$ cat config.mk
export PLATFORM = sky130hd
export DESIGN_NAME = fetch_ctrl
export DESIGN_NICKNAME = d
export VERILOG_FILES = /design/src/rtl/fetch_ctrl.sv
export SDC_FILE = /design/constraint.sdc
export NUM_CORES = 1
export LEC_CHECK = 0
export CAP_MARGIN = 25
export CORE_ASPECT_RATIO = 0.75
export CORE_MARGIN = 2
export CORE_UTILIZATION = 45
export CTS_CLUSTER_DIAMETER = 80
export DETAILED_ROUTE_END_ITERATION = 8
export PLACE_DENSITY = 0.73
export SLEW_MARGIN = 25
export SYNTH_ARGS = -nofsm -noshare
export SYNTH_HDL_FRONTEND = slang
export SYNTH_SLANG_ARGS = --single-unit
$ cat constraint.sdc
create_clock -name clk -period 8.2 [get_ports clk]
set_input_delay 1.23 -clock clk [delete_from_list [all_inputs] [get_ports clk]]
set_output_delay 1.23 -clock clk [all_outputs]
set_load 0.01 [all_outputs]
$ cat src/rtl/fetch_ctrl.sv
// Instruction fetch sequencer: walks the program ROM from a PC, buffers words in a
// small registered queue and hands them to decode over a valid/ready handshake.
`ifndef ADDR_SIZE
`define ADDR_SIZE 16
`endif
`ifndef WORD_SIZE
`define WORD_SIZE 16
`endif

module fetch_ctrl #(
  parameter int unsigned       ADDR_W   = `ADDR_SIZE,
  parameter int unsigned       WORD_W   = `WORD_SIZE,
  parameter logic [ADDR_W-1:0] RESET_PC = '0,
  parameter int unsigned       DEPTH    = 2,
  parameter logic [7:0]        HALT_OP  = 8'hFF
) (
  input  logic              clk,
  input  logic              rst_n,
  input  logic              fetch_en,
  output logic [ADDR_W-1:0] rom_addr,
  input  logic [WORD_W-1:0] rom_data,
  output logic              instr_valid,
  output logic [WORD_W-1:0] instr,
  output logic [ADDR_W-1:0] instr_pc,
  input  logic              instr_ready,
  input  logic              redir_valid,
  input  logic [ADDR_W-1:0] redir_pc,
  output logic              halted
);

  localparam int unsigned PTR_W = (DEPTH > 1) ? $clog2(DEPTH) : 1;
  localparam int unsigned CNT_W = PTR_W + 1;

  typedef enum logic [1:0] {IDLE, FETCH, HALTED} state_t;

  state_t            state_q;
  logic [ADDR_W-1:0] pc_q;
  logic [WORD_W-1:0] word_q [DEPTH];
  logic [ADDR_W-1:0] wpc_q  [DEPTH];
  logic [PTR_W-1:0]  rd_q;
  logic [PTR_W-1:0]  wr_q;
  logic [CNT_W-1:0]  count_q;
  logic              halted_q;

  logic pop_c;
  logic push_c;
  logic halt_word_c;

  assign pop_c       = (count_q != '0) && instr_ready;
  assign push_c      = (state_q == FETCH) && fetch_en && !redir_valid &&
                       ((count_q < CNT_W'(DEPTH)) || pop_c);
  // An unknown opcode compares as X and is treated as not-HALT below.
  assign halt_word_c = (rom_data[WORD_W-1 -: 8] == HALT_OP);

  always_ff @(posedge clk) begin
    if (!rst_n) begin
      state_q  <= IDLE;
      pc_q     <= RESET_PC;
      rd_q     <= '0;
      wr_q     <= '0;
      count_q  <= '0;
      halted_q <= 1'b0;
      for (int i = 0; i < int'(DEPTH); i++) begin
        word_q[i] <= '0;
        wpc_q[i]  <= '0;
      end
    end else if (redir_valid) begin
      // Redirect flushes everything, including a same-cycle pop.
      pc_q     <= {redir_pc[ADDR_W-1:1], 1'b0};
      rd_q     <= '0;
      wr_q     <= '0;
      count_q  <= '0;
      halted_q <= 1'b0;
      state_q  <= fetch_en ? FETCH : IDLE;
    end else begin
      if (push_c) begin
        word_q[wr_q] <= rom_data;
        wpc_q[wr_q]  <= pc_q;
        wr_q         <= wr_q + PTR_W'(1);
        pc_q         <= pc_q + ADDR_W'(2);
      end
      if (pop_c) begin
        rd_q <= rd_q + PTR_W'(1);
      end
      if (push_c && !pop_c) begin
        count_q <= count_q + CNT_W'(1);
      end else if (!push_c && pop_c) begin
        count_q <= count_q - CNT_W'(1);
      end

      case (state_q)
        IDLE: begin
          if (fetch_en) state_q <= FETCH;
        end
        FETCH: begin
          if (push_c && halt_word_c) begin
            state_q  <= HALTED;
            halted_q <= 1'b1;
          end else if (!fetch_en) begin
            state_q <= IDLE;
          end
        end
        HALTED: begin
          state_q <= HALTED;
        end
        default: begin
          state_q <= IDLE;
        end
      endcase
    end
  end

  assign rom_addr    = pc_q;
  assign instr_valid = (count_q != '0);
  assign instr       = word_q[rd_q];
  assign instr_pc    = wpc_q[rd_q];
  assign halted      = halted_q;

endmodule

== Yosys cells after proc, flatten, opt, wreduce, memory -nomap -nowiden ==
Memories as Yosys holds them, arrays and structs flattened. A register that Yosys moved wholly into a read port is not among the register bits.
Index checks and enable logic that the tools add are counted.
Word-level totals
  output and inout bits: 50
  input bits: 37
  memories: 2
  ROM bits: 0
  register bits: 23
  memory bits (writable): 64
  latch bits: 0
Memory list
  word_q: words 2, width 16, rd ports 1, clocked after memory_dff 1, wr ports 2, line 38  | logic [WORD_W-1:0] word_q [DEPTH];
  wpc_q: words 2, width 16, rd ports 1, clocked after memory_dff 1, wr ports 2, line 39  | logic [ADDR_W-1:0] wpc_q [DEPTH];
Operators by class
  multiplexer cells: 25
  shift operators: 0
  bitwise gates (word level): 1
  equal/unequal tests: 5
  $add $sub $neg: 5
  reductions and logical operators: 20
  order comparisons: 1
  divide/modulo/power cells: 0
  $mul: 0
Operators by type and width (number)
  16-bit two-way mux: 4
  16-bit OR reduction: 2
  16-bit by 2-bit adder with 16-bit output (second input constant): 1
  1-bit two-way mux: 14
  2-bit two-way mux: 6
  8-bit == test (second input constant): 1
  1-bit logical AND: 7
  2-bit case mux with 3 select lines: 1
  2-bit nonzero test: 3
  4-bit by 3-bit != test with 1-bit output (second input constant): 1
  2-bit AND reduction: 2
  1-bit zero test: 3
  3-bit != test (second input constant): 1
  1-bit adder (second input constant): 2
  2-bit by 1-bit adder with 2-bit output (second input constant): 1
  2-bit by 1-bit == test with 1-bit output (second input constant): 1
  2-bit == test (second input constant): 1
  2-bit zero test: 1
  2-bit less-than comparator (second input constant): 1
  2-bit OR reduction: 1
  2-bit by 1-bit subtractor with 2-bit output (second input constant): 1
  1-bit logical OR: 1
  1-bit inverter: 1

== Longest topological paths before layout ==
Gate-level depths: netlist of the first run.
  depth in word-level cells: 10
  mapped depth: 9
  depth with buffers taken out: 7

== Worst setup path before layout of the first run ==
OpenSTA, ideal clock, no wires.
  kind: in2reg
  start point: input port redir_valid
  end point: memory word_q[0][0] (netlist bit), enable pin
  stages: 5
  arrival time: 4.154 ns
  required time: 7.738 ns
  setup slack: 3.584 ns
  buffers on the path: 2
  cells stage by stage: buf_6 > and4bb_2 > nand2_4 > buf_4 > o21ai_0
RTL lines
  start: declaration: line 26  | input logic redir_valid,
  end: declaration: line 38

==> metrics.yaml, run 1 <==
synth_compound_area_frac: 0.07280
h-tree-depth: 3
layout_min_cycle_time_ns: 3.863
multiInputGateArea_um2: 1476
slowest_stage: "and3_1"
synth_top_area_frac: 0.4772
critical_path.reg2reg.startpoint: "state_q[1]$_SDFFE_PN0P_"
hold_viol_final: 0
crit_chain: "clkdlybuf4s50_1, and4bb_2, nand2_4, inv_2, and3_1, and2_1"
cpPeakStageDelay_ns: 0.83
post_cts_buffers: 0
post-place-cells: 496
crit_arrival_ns: 4.06
wirelength_mm: 8.591
diodes: 0
vias: 2826
die-area_um2: 9438
ctsLongestPathBuffers: 2
synthXorXnorAreaFrac: 0.008980
syn_to_final_growth_pct: 31.21
register_area_um2: 2322
cts-root-buf: "clkbuf_16"
post-route-period-util: 0.4711
whs_ns: 0.4695
hold_path_class: "flip-flop to flip-flop"
crit_end: "word_q[1][5]$_SDFFCE_PN0P_"
ant_nets: 0
synthFlopType: "edfxtp_1"
tightest_slew_ns: 0.9357
synth_top_family_by_area: "simple AND/OR/NAND/NOR gates"
final_cell_mix: "83 x clkdlybuf4s50_1, 62 x edfxtp_1, 55 x and2_1, 31 x mux2_2, 23 x dfxtp_1"
max_cap_viol_count: 0
nNetsFinal: 439
ys_seq_elements: 85
worst-path-buf-inv: 2
first_pass_iters: 5
rsz0062_at_grt: "no"
yosysSeqAreaShare: 0.5953
max_slew_margin: 0.3762
placed_area_um2: 4810
cts_tree: "yes"
port_buffers: 83
start_kind: "input pin"
nFillCells: 708
slew_violations: 0
crit_cells: 6
grt-ovfl-total: 0
clkLatencyLatePin_ns: 0.33
detail_route.wl_per_cell_um: 16.78
grt_pass1_vias: 2739
rrSetupSlack_ns: 5.86
power_density_nw_per_um2: 188.3
clkTransAtPathRegs_ns: 0.06
final_layout_size_suffix_gt1_frac: 0.1337
tns_ns: 0
drt_iter0_drc: 132
worst_path_dominant_cell_family: "simple AND/OR/NAND/NOR gates"
dp_hpwl_mm: 5.589
antenna_found_initial: 0
synthMuxAreaShare: 0.08948
via_per_inst: 5.520
synth_edf_count: 62
crit_path_end_kind: "flip-flop"
io_pins: 87
setup_viol: 0
synth_top_cell_by_area: "edfxtp_1"
crit_path_start: "redir_valid"
hold_buffers: 0
synth.distinct_cells: 45
synth-async-reset-ratio: 0
worst-setup-path-type: "input pin to flip-flop"
post-place-ws_ns: 4.044
r2r_cells: 5
avgSynthCellArea_um2: 12.23
setup_slack_ns: 4.337
clock_sinks: 85
crit_fanout: 27
gp_congestion: 0.8514
final_common_cell: "clkdlybuf4s50_1"
grtUsageTotal: 0.1880
core_um2: 8454
max_freq_ghz: 0.2589
r2r-end: "word_q[1][5]$_SDFFCE_PN0P_"
grt_pass1_wl_mm: 13.81
ys_warn_count: 0
postCtsResizedCells: 0
synth_cells: 319
max-vdd-ir-drop_mv: 0.08569
die_x_um: 111.5
p_leak_nw: 1.829
final_cell_area_um2: 5119
grt_max_degree: 32
synth.area.top_cells: "edfxtp_1 48%, dfxtp_1 12%, mux2_2 8.9%"
status: "completed"
synth_simple_gate_area_frac: 0.1960
synth_adder_area_share: 0.006414
syn-cell-area_um2: 3901
die_y_um: 84.64
finClkSkew_ns: 0.003143
start_util: 0.4614
drc: 0
cts_made_buffers: 9
final_cells: 512
worstPathRequired_ns: 8.40
row_count: 29
-- state kept, by name, indices dropped and copies added, names as in the netlist, named ones only --
register	count
word_q	32
wpc_q	30
rom_addr	15
count_q	2
state_q	2
halted	1
rd_q	1
wr_q	1
-- how the worst min path moves through the flow --
stage          cells past startpoint             endpoint                 from  slack [ns]
2_1_floorplan                      2            flip-flop    rd_q$_SDFFE_PP0P_        0.47
4_1_cts                            2  halted$_SDFFE_PP0P_  halted$_SDFFE_PP0P_        0.48
6_report                           2  halted$_SDFFE_PP0P_  halted$_SDFFE_PP0P_        0.47
3_3_place_gp                       2  halted$_SDFFE_PP0P_  halted$_SDFFE_PP0P_        0.46
3_5_place_dp                       2  halted$_SDFFE_PP0P_  halted$_SDFFE_PP0P_        0.47
5_1_grt                            2  halted$_SDFFE_PP0P_  halted$_SDFFE_PP0P_        0.50
-- Yosys cell counts, types with 2 or more instances --
library cell	n
a21oi_1	8
a22oi_1	2
a2bb2oi_1	3
a311oi_1	3
a31oi_1	9
a32oi_1	3
and2_1	55
and3_1	5
and4_1	2
buf_1	3
buf_2	2
buf_4	3
clkbuf_1	6
clkbuf_2	2
dfxtp_1	23
edfxtp_1	62
ha_1	2
inv_1	6
mux2_2	31
nand2_1	18
nand3_1	4
nand4_1	6
nor2_1	9
nor3_1	7
nor4_1	5
o211ai_1	3
o21ai_0	7
o311ai_0	3
or3_1	6
or4_1	4
xor2_1	3
-- power breakdown --
part | internal [mW] | total, mW | switching [mW]
logic | 0.0504 | 0.0908 | 0.0404
registers | 0.478 | 0.489 | 0.0115
clock network | 0.232 | 0.384 | 0.151
-- tightest hold or removal path: cells and delay by family (launching register included) --
| kind | cells | cell delay (ns) |
|---|---|---|
| AND/OR/NAND/NOR | 2 | 0.12 |
| flip-flops | 1 | 0.32 |
-- final cells by class --
type / count / area share
timing repair buffer: 86 / 0.1706
multi-input combinational: 210 / 0.2884
clock inverter: 5 / 0.01027
sequential: 85 / 0.4537
tap: 108 / 0.02640
inverter: 8 / 0.005867
clock buffer: 10 / 0.04473
-- cell families (layout without fill, tap and decap cells) --
kind of cell,count (synthesis),count (layout)
buffers and inverters,25,109
muxes,31,31
other,1,2
and+or+nand+nor,129,129
AOI/OAI and AO/OA,42,42
xor gates and xnor gates,4,4
adders and majority gates,2,2
DFF,85,85
-- stage by stage --
stage                 util  power, mW
floorplan                -     0.5336
global placement    0.5689     0.5848
detailed placement  0.5689     0.5872
CTS                 0.6022     0.9684
global route        0.6054     0.9965
finish              0.6054     0.9637
-- per-layer routing --
metal	vias to the layer above	track usage	part of all wire
met4	0	0.06846	0.014
met5	-	0	0
met2	112	0.2938	0.45
met1	1349	0.2577	0.46
met3	14	0.04621	0.073
li1	1351	-	-
No activity file was read; power rests on OpenSTA's default activity.
==> inputs of run 2 (changes only) <==
PLACE_DENSITY = 0.75   (was 0.73)
clock period = 3.1 ns   (was 8.2 ns; I/O delays follow)
==> metrics.yaml, run 2 (same netlist as run 1, synthesis figures left out) <==
status: "completed"  # unchanged
final_cell_area_um2: 5149  # was 5119 um^2
via_per_inst: 5.584  # was 5.520
io_pins: 87  # unchanged
r2r_cells: 5  # unchanged
critical_path.reg2reg.startpoint: "state_q[1]$_SDFFE_PN0P_"  # unchanged
largest_reg_flops: 32  # unchanged
clkTransAtPathRegs_ns: 0.06  # about the same
final_cells: 515  # was 512
whs_ns: 0.4773  # was 0.4695 ns
drc: 0  # unchanged
crit_end: "instr_pc[1]"  # was word_q[1][5]$_SDFFCE_PN0P_
rrSetupSlack_ns: 0.99  # was 5.86 ns
crit_cells: 3  # was 6
antenna_found_initial: 0  # unchanged
start_util: 0.4614  # unchanged
post_cts_buffers: 0  # unchanged
cts_tree: "yes"  # unchanged
largest-register: "word_q"  # unchanged
grt_pass1_wl_mm: 14.09  # was 13.81 mm
register_area_um2: 2322  # unchanged
cpPeakStageDelay_ns: 0.50  # was 0.83 ns
drt_iter0_drc: 149  # was 132
syn_to_final_growth_pct: 31.98  # was 31.21%
detail_route.wl_per_cell_um: 17.00  # was 16.78 um
r2r-end: "wpc_q[1][14]$_SDFFCE_PN0P_"  # was word_q[1][5]$_SDFFCE_PN0P_
hold_buffers: 0  # unchanged
max_cap_viol_count: 0  # unchanged
slowest_stage: "clkdlybuf4s50_1"  # was and3_1
post-place-ws_ns: 0.3720  # was 4.044 ns
multiInputGateArea_um2: 1476  # unchanged
die_x_um: 111.5  # unchanged
power_density_nw_per_um2: 505.9  # was 188.3 nW/um^2
grtUsageTotal: 0.1927  # was 0.1880
diodes: 0  # unchanged
cts-root-buf: "clkbuf_16"  # unchanged
post-route-period-util: 0.7746
max_freq_ghz: 0.4164
crit_chain: "buf_4, mux2_2, clkdlybuf4s50_1"  # was clkdlybuf4s50_1, and4bb_2, nand2_4, inv_2, and3_1, and2_1
crit_fanout: 31  # was 27
slew_violations: 0  # unchanged
total_power_mw: 2.605  # was 0.9637 mW
row_count: 29  # unchanged
die-area_um2: 9438  # unchanged
h-tree-depth: 3  # unchanged
layout_min_cycle_time_ns: 2.401
final_layout_size_suffix_gt1_frac: 0.1425  # was 0.1337
port_buffers: 83  # unchanged
rsz0062_at_grt: "no"  # unchanged
ant_nets: 0  # unchanged
worstPathRequired_ns: 2.63  # was 8.40 ns
tightest_slew_ns: 0.8876  # was 0.9357 ns
hold_path_class: "flip-flop to flip-flop"  # unchanged
crit_path_end_kind: "output pin"  # was flip-flop
grt_pass1_vias: 2857  # was 2739
first_pass_iters: 4  # was 5
vias: 2876  # was 2826
clock_sinks: 85  # unchanged
crit_arrival_ns: 1.94  # was 4.06 ns
setup_viol: 0  # unchanged
worst_path_dominant_cell_family: "buffers and inverters"  # was simple AND/OR/NAND/NOR gates
dp_hpwl_mm: 5.870  # was 5.589 mm
postCtsResizedCells: 0  # unchanged
hold_viol_final: 0  # unchanged
placed_area_um2: 4852  # was 4810 um^2
die_y_um: 84.64  # unchanged
max-vdd-ir-drop_mv: 0.3157  # was 0.08569 mV
clkLatencyLatePin_ns: 0.34  # was 0.33 ns
finClkSkew_ns: 0.007235  # was 0.003143 ns
max_slew_margin: 0.4064  # was 0.3762
final_common_cell: "clkdlybuf4s50_1"  # unchanged
nFillCells: 694  # was 708
start_kind: "flip-flop"  # was input pin
ctsLongestPathBuffers: 2  # unchanged
gp_congestion: 0.8501  # was 0.8514
core_um2: 8454  # unchanged
worst-setup-path-type: "flip-flop to output pin"  # was input pin to flip-flop
tns_ns: 0  # unchanged
post-place-cells: 500  # was 496
setup_slack_ns: 0.6987  # was 4.337 ns
p_leak_nw: 1.840  # was 1.829 nW
fin_util: 0.6090  # was 0.6054
final_cell_mix: "83 x clkdlybuf4s50_1, 62 x edfxtp_1, 55 x and2_1, 31 x mux2_2, 23 x dfxtp_1"  # unchanged
worst-path-buf-inv: 2  # unchanged
wirelength_mm: 8.755  # was 8.591 mm
cts_made_buffers: 9  # unchanged
grt-ovfl-total: 0  # unchanged
grt_max_degree: 32  # unchanged
nNetsFinal: 442  # was 439
[run 2: cell types whose count changed in the layout (fill, tap and decap cells not counted)]
cell and delta:
buf_12 +1, buf_16 -1, buf_4 +3, clkbuf_1 -1
clkinv_2 -3, clkinv_4 +1, clkinvlp_4 +1, inv_6 +2
[run 2: how the worst min path moves through the flow]
stage | start | end | slack (ns) | depth (start not counted)
final | halted$_SDFFE_PP0P_ | halted$_SDFFE_PP0P_ | 0.48 | 2
after global routing | halted$_SDFFE_PP0P_ | halted$_SDFFE_PP0P_ | 0.53 | 2
after CTS | halted$_SDFFE_PP0P_ | halted$_SDFFE_PP0P_ | 0.48 | 2
after detailed placement | halted$_SDFFE_PP0P_ | halted$_SDFFE_PP0P_ | 0.47 | 2
after global placement | halted$_SDFFE_PP0P_ | halted$_SDFFE_PP0P_ | 0.46 | 2
after floorplan | rd_q$_SDFFE_PP0P_ | flip-flop | 0.47 | 2
[run 2: layout make-up]
class,count,area share
sequential,85,0.4510
multi-input combinational,210,0.2868
timing repair buffer,89,0.1725
clock buffer,9,0.04374
tap,108,0.02625
clock inverter,6,0.01385
inverter,8,0.005832
[run 2: power breakdown]
group          internal [mW]  total, mW  leakage, nW  switching, mW
logic                  0.134      0.242        0.873          0.108
registers               1.26       1.29        0.828         0.0318
clock network          0.626       1.07        0.139          0.442
total                   2.02       2.60         1.84          0.581
[run 2: layer usage]
layer | share of wire | track usage | up-vias
li1 | - | - | 1357
met1 | 0.44 | 0.2534 | 1383
met2 | 0.48 | 0.3110 | 127
met3 | 0.073 | 0.05704 | 9
met4 | 0.0099 | 0.06061 | 0
met5 | 0 | 0 | -
[run 2: tightest hold or removal path, cell delays in order (launching register included)]
cell and delay (ns):
dfxtp_1 0.33, nor2_1 0.05, nor2_1 0.07
